$ cat config.mk
export PLATFORM = sky130hd
export DESIGN_NAME = next_state_decoder
export DESIGN_NICKNAME = d
export VERILOG_FILES = /design/src/rtl/cu_pkg.sv /design/src/rtl/moc_timer.sv /design/src/rtl/next_state_decoder.sv
export SDC_FILE = /design/constraint.sdc
export NUM_CORES = 1
export LEC_CHECK = 0
export BUFFER_PORTS_ARGS = -buffer_cell sky130_fd_sc_hd__clkbuf_2
export CAP_MARGIN = 0
export CORE_ASPECT_RATIO = 1.1
export CORE_MARGIN = 2
export CORE_UTILIZATION = 30
export DETAILED_ROUTE_END_ITERATION = 10
export GPL_ROUTABILITY_DRIVEN = 0
export SETUP_SLACK_MARGIN = 0.5
export SLEW_MARGIN = 0
export SYNTH_ARGS = -nofsm -noshare
export SYNTH_HDL_FRONTEND = slang
export SYNTH_SLANG_ARGS = --single-unit
$ cat constraint.sdc
create_clock -name CLK -period 2.35 [get_ports CLK]
set_input_delay 0.3525 -clock CLK [delete_from_list [all_inputs] [get_ports CLK]]
set_output_delay 0.3525 -clock CLK [all_outputs]
set_load 0.01 [all_outputs]
$ cat src/rtl/cu_pkg.sv
// Shared definitions for the ARM-subset control unit: microstate codes,
// IR field positions and small decode helpers.
package cu_pkg;

    typedef enum logic [6:0] {
        S_RESET      = 7'd0,
        S_FETCH_ADDR = 7'd1,
        S_FETCH_INC  = 7'd2,
        S_FETCH_WAIT = 7'd3,
        S_DECODE     = 7'd4,
        S_DP_IMM     = 7'd6,
        S_DP_SHIFT   = 7'd7,
        S_BL         = 7'd9,
        S_B          = 7'd10,
        S_PRE_ADDR   = 7'd33,
        S_LD_START   = 7'd34,
        S_LD_WAIT    = 7'd35,
        S_LD_WB      = 7'd36,
        S_POST_ADDR  = 7'd37,
        S_WB_PRE     = 7'd38,
        S_WB_POST    = 7'd39,
        S_ST_MDR     = 7'd40,
        S_ST_START   = 7'd41,
        S_ST_WAIT    = 7'd42
    } cu_state_e;

    localparam int COND_HI  = 31;
    localparam int L_BIT    = 20;
    localparam int W_BIT    = 21;
    localparam int P_BIT    = 24;
    localparam int I_BIT    = 25;
    localparam int LINK_BIT = 24;

    function automatic logic is_wait(input cu_state_e s);
        return (s == S_FETCH_WAIT) || (s == S_LD_WAIT) || (s == S_ST_WAIT);
    endfunction

    // Base-register writeback after a load/store: pre-indexed only with W set.
    function automatic cu_state_e wb_target(input logic [31:0] ir_v);
        cu_state_e r;
        if (ir_v[P_BIT] && ir_v[W_BIT]) begin
            r = S_WB_PRE;
        end else if (!ir_v[P_BIT]) begin
            r = S_WB_POST;
        end else begin
            r = S_FETCH_ADDR;
        end
        return r;
    endfunction

endpackage

$ cat src/rtl/moc_timer.sv
// Counts cycles spent waiting for memory completion; flags the last
// permitted wait cycle.
module moc_timer #(
    parameter int MOC_TIMEOUT = 16,
    parameter int TW          = 5
) (
    input  logic CLK,
    input  logic CLR,
    input  logic clear,
    input  logic enable,
    output logic expired
);

    localparam logic [TW-1:0] LAST = TW'(MOC_TIMEOUT - 1);

    logic [TW-1:0] cnt_r;

    // Wait-cycle counter, restarted on every state change.
    always_ff @(posedge CLK) begin
        if (CLR || clear) begin
            cnt_r <= {TW{1'b0}};
        end else if (enable) begin
            cnt_r <= cnt_r + TW'(1);
        end else begin
            cnt_r <= cnt_r;
        end
    end

    assign expired = (cnt_r == LAST);

endmodule

$ cat src/rtl/next_state_decoder.sv
// Microsequencer for the ARM-subset CPU: holds the microstate and picks the
// next one from the IR, the condition result and memory completion.
module next_state_decoder
    import cu_pkg::*;
#(
    parameter int MOC_TIMEOUT = 16,
    parameter int TW          = 5
) (
    input  logic        CLK,
    input  logic        CLR,
    input  logic [31:0] ir,
    input  logic        cond,
    input  logic        moc,
    output logic [6:0]  state,
    output logic        bus_err,
    output logic        illegal
);

    cu_state_e state_r;
    cu_state_e nxt_s;
    logic      bus_err_r;
    logic      illegal_r;
    logic      ill_set_s;
    logic      timeout_s;
    logic      expired_s;
    logic      tmr_clr_s;
    logic      tmr_en_s;
    logic      ir_unused_s;

    assign tmr_clr_s   = (nxt_s != state_r);
    assign tmr_en_s    = is_wait(state_r) && !moc;
    assign ir_unused_s = ^{ir[COND_HI:28], ir[23:22], ir[19:5], ir[3:0]};

    moc_timer #(
        .MOC_TIMEOUT (MOC_TIMEOUT),
        .TW          (TW)
    ) u_moc_timer (
        .CLK     (CLK),
        .CLR     (CLR),
        .clear   (tmr_clr_s),
        .enable  (tmr_en_s),
        .expired (expired_s)
    );

    // Next-state selection, illegal detection and timeout abort.
    always_comb begin
        nxt_s     = S_FETCH_ADDR;
        ill_set_s = 1'b0;
        timeout_s = 1'b0;
        case (state_r)
            S_RESET:      nxt_s = S_FETCH_ADDR;
            S_FETCH_ADDR: nxt_s = S_FETCH_INC;
            S_FETCH_INC:  nxt_s = S_FETCH_WAIT;
            S_FETCH_WAIT: begin
                if (moc) begin
                    nxt_s = S_DECODE;
                end else if (expired_s) begin
                    nxt_s     = S_RESET;
                    timeout_s = 1'b1;
                end else begin
                    nxt_s = S_FETCH_WAIT;
                end
            end
            S_DECODE: begin
                if (!cond) begin
                    nxt_s = S_FETCH_ADDR;
                end else if (ir[27:25] == 3'b101) begin
                    nxt_s = ir[LINK_BIT] ? S_BL : S_B;
                end else if ((ir[27:26] == 2'b00) && ir[I_BIT]) begin
                    nxt_s = S_DP_IMM;
                end else if ((ir[27:26] == 2'b00) && !ir[4]) begin
                    nxt_s = S_DP_SHIFT;
                end else if (ir[27:26] == 2'b01) begin
                    nxt_s = ir[P_BIT] ? S_PRE_ADDR : S_POST_ADDR;
                end else begin
                    nxt_s     = S_FETCH_ADDR;
                    ill_set_s = 1'b1;
                end
            end
            S_DP_IMM, S_DP_SHIFT, S_BL, S_B, S_WB_PRE, S_WB_POST:
                nxt_s = S_FETCH_ADDR;
            S_PRE_ADDR, S_POST_ADDR:
                nxt_s = ir[L_BIT] ? S_LD_START : S_ST_MDR;
            S_LD_START:   nxt_s = S_LD_WAIT;
            S_LD_WAIT: begin
                if (moc) begin
                    nxt_s = S_LD_WB;
                end else if (expired_s) begin
                    nxt_s     = S_RESET;
                    timeout_s = 1'b1;
                end else begin
                    nxt_s = S_LD_WAIT;
                end
            end
            S_LD_WB:      nxt_s = wb_target(ir);
            S_ST_MDR:     nxt_s = S_ST_START;
            S_ST_START:   nxt_s = S_ST_WAIT;
            S_ST_WAIT: begin
                if (moc) begin
                    nxt_s = wb_target(ir);
                end else if (expired_s) begin
                    nxt_s     = S_RESET;
                    timeout_s = 1'b1;
                end else begin
                    nxt_s = S_ST_WAIT;
                end
            end
            default: begin
                nxt_s     = S_FETCH_ADDR;
                ill_set_s = 1'b1;
            end
        endcase
    end

    // State register with registered status flags; CLR wins over everything.
    always_ff @(posedge CLK) begin
        if (CLR) begin
            state_r   <= S_RESET;
            bus_err_r <= 1'b0;
            illegal_r <= 1'b0;
        end else begin
            state_r   <= nxt_s;
            bus_err_r <= timeout_s;
            illegal_r <= illegal_r | ill_set_s;
        end
    end

    assign state   = state_r;
    assign bus_err = bus_err_r;
    assign illegal = illegal_r;

endmodule

==> key figures <==
Status
  • Status: finished, final reports clean

Worst hold path
  • Hold WC Path Type: in2reg

Critical path
  • Worst-path cell chain: ha_4 > and3_4 > ha_4 > nor2_4 > o221ai_2 > o21ai_0 > a31o_2 > a221oi_4 > buf_6 > nor3_1
  • CP startpoint: u_moc_timer.cnt_r[0]
  • Crit-path max cell delay: 360 ps
  • Crit-path most repeated cell: ha_4
  • Register-to-Register Setup Slack: 260 ps
  • Crit Path Class: reg2reg
  • Slowest-stage cell, CP: dfxtp_2
  • Worst Path Arrival: 2250 ps
  • Worst r2r dst: u_moc_timer.cnt_r[0]
  • Crit path to: u_moc_timer.cnt_r[0]
  • Required @ worst endpoint: 2510 ps
  • Crit start category: register
  • R2R depth: 10
  • Crit end category: register
  • CP bufs+invs: 1
  • Stages on the worst setup path: 10
  • RR Startpoint: u_moc_timer.cnt_r[0]
  • Largest fanout on the critical path: 5
  • Crit path max-delay family: compound AO/OA/AOI/OAI gates

Floorplan
  • I/O Pins: 45
  • Initial Utilization: 30.56%
  • Die Span Y: 64.58 um
  • FP Rows: 22
  • Core area: 3276 um^2
  • DIE WIDTH: 59.08 um
  • DIE AREA: 3815 um^2

Finish
  • # fillers: 331
  • Register area: 259.0 um^2
  • Most common cell after layout, fill and taps aside: buf_4
  • Area grow syn2layout: 40.87%
  • Layout cell share with drive strength beyond 1: 45.28%
  • Multi-input gate area: 782.0 um^2
  • N_diodes: 0
  • Most frequent cells in the layout: buf_4 (20), clkbuf_2 (17), nor2_1 (8), nand2_1 (8), a21oi_1 (8)
  • Final core utilization: 43.05%
  • Cell area after layout: 1410 um^2
  • # nets final: 198

Logic synthesis
  • Ys flop type: dfxtp_1
  • Unique masters post-synth: 50
  • FF+latch count, synth: 12
  • Post-synthesis sequential area ratio: 24.00%
  • Synth async-reset ratio: 0%
  • Gate Count Post-Synth: 123
  • Synthesized area: 1001 um^2
  • Yosys warns: 0
  • Number of flops mapped to enable cells by yosys: 0
  • Mean Syn Cell Area: 8.138 um^2

GRT
  • GRT Util Overall: 15.74%
  • Initial antenna violation count: 0
  • Maximum number of pins on one net before global-route repair: 19
  • Vias in the first global route: 1,030
  • Overflow after GRT: 0
  • First-pass GRT wire length: 4719 um

STA
  • RSZ-0062 raised after global routing: yes
  • Hold Fails Final Rpt: 0
  • Final setup violating endpoints: 0
  • Fin crit share: 89.03%
  • Final period demand of the worst path: 2092 ps
  • Max-slew violation count: 0
  • Worst-Margin Slew: 534.7 ps
  • Fin Setup TNS: 0 ps
  • Fmax: 478.0 MHz
  • Slew margin rel.: 63.90%
  • Final Skew: 2.015 ps

Drt
  • Vias per cell: 5.544
  • Routed wire per std cell: 14.69 um
  • Post-route ant nets: 0
  • First-pass DRT Iterations: 4
  • Drt first-iter violations: 42
  • Via Count: 1,081
  • DRC: 0
  • Post-Route WL: 2865 um

Clock network
  • CTS Buf Count: 3
  • Worst-path clk slew: 80 ps
  • TritonCTS clock tree: done
  • CTS H-tree depth: 1
  • Clock root buffer: clkbuf_4
  • Clk sinks: 12
  • Clock Path Buffers: 2
  • Worst-skew pair later-pin latency: 270 ps

Power and ir drop
  • Pwr dens: 375.3 nW/um^2
  • Static leakage: 0.0005368 uW
  • Worst vdd ir: 258.4 uV

Placement
  • PortBufs: 17
  • DP HPWL: 1999 um
  • Cell Area, Placed: 1190 um^2

Flow run
  • Number of max-cap violations: 0
==> kinds of logic after synthesis <==
logic type	Yosys count	share of synthesized area, %
AND/OR/NAND/NOR	48	28.50
AO/OA/AOI/OAI	38	31.38
buffers and inverters	16	7.624
flip-flops	12	24.00
XOR/XNOR	3	2.625
multiplexers	3	3.000
adder cells (fa/ha/maj)	2	2.500
other	1	0.3746
==> layer usage <==
layer | vias up | global-route usage [%] | part of all wire [%]
li1 | 536 | - | -
met1 | 511 | 18.61 | 42
met2 | 30 | 28.75 | 52
met3 | 4 | 2.794 | 4.4
met4 | 0 | 3.693 | 0.80
met5 | - | 0 | 0
==> state kept, by name (all words and copies together), names as in the netlist <==
name and cells:
bus_err 1, illegal 1, state 5, u_moc_timer.cnt_r 5
==> timing repair <==
item                       CTS  global route
hold buffers                 0             0
setup buffers               12             4
setup endpoints to repair    6             7
resized for setup           12             5
pin swaps                    8             3
==> through the flow <==
stage                     worst slack, ps  instances  hold WS (ps)  total power (uW)
after floorplan                     296.9        124         414.2             304.3
after global placement              134.9        175         497.3             339.0
after detailed placement            117.2        175         509.8             341.9
after CTS                           243.9        191         343.0             529.7
after global routing                184.5        195         344.1             558.3
final                               257.9        195         344.5             529.2
==> synth_stat cells, types with 2 or more instances <==
cell type / count / share of area (%)
a2111oi_4: 2 / 5.5
a21oi_1: 10 / 5.0
a221oi_1: 2 / 1.8
a31oi_1: 2 / 1.2
buf_4: 4 / 3.0
clkbuf_1: 4 / 1.5
dfxtp_1: 12 / 24
ha_1: 2 / 2.5
inv_1: 6 / 2.2
mux2i_1: 3 / 3.0
nand2_1: 8 / 3.0
nand2b_1: 3 / 1.9
nand3_1: 3 / 1.5
nor2_1: 9 / 3.4
nor2b_1: 5 / 3.1
nor3_1: 8 / 4.0
o2111ai_1: 2 / 1.8
o21ai_0: 4 / 2.0
o21ai_1: 2 / 1.0
xor2_1: 2 / 1.8
==> power by group <==
| group | internal, uW | switching (uW) |
|---|---|---|
| logic | 70.9 | 80.5 |
| registers | 206 | 8.48 |
| clock network | 94.1 | 69.3 |
| total | 371 | 158 |
==> worst min path at each step <==
stage,from,to,slack [ps],cells after the start
detailed placement,illegal,illegal,510,2
CTS,CLR,state[5],340,2
finish,CLR,state[5],340,2
global placement,illegal,illegal,500,2
floorplan,CLR,state[5],410,1
global route,CLR,state[5],340,2
==> cell type report <==
| cell class | count | share of cell area [%] |
|---|---|---|
| repair buffers | 40 | 18.54 |
| inverters | 7 | 1.863 |
| flip-flops and latches | 12 | 18.37 |
| multi-input cells | 96 | 55.46 |
| well taps | 36 | 3.194 |
| clock buffers | 4 | 2.573 |
Power figures use the tool's default switching activity.
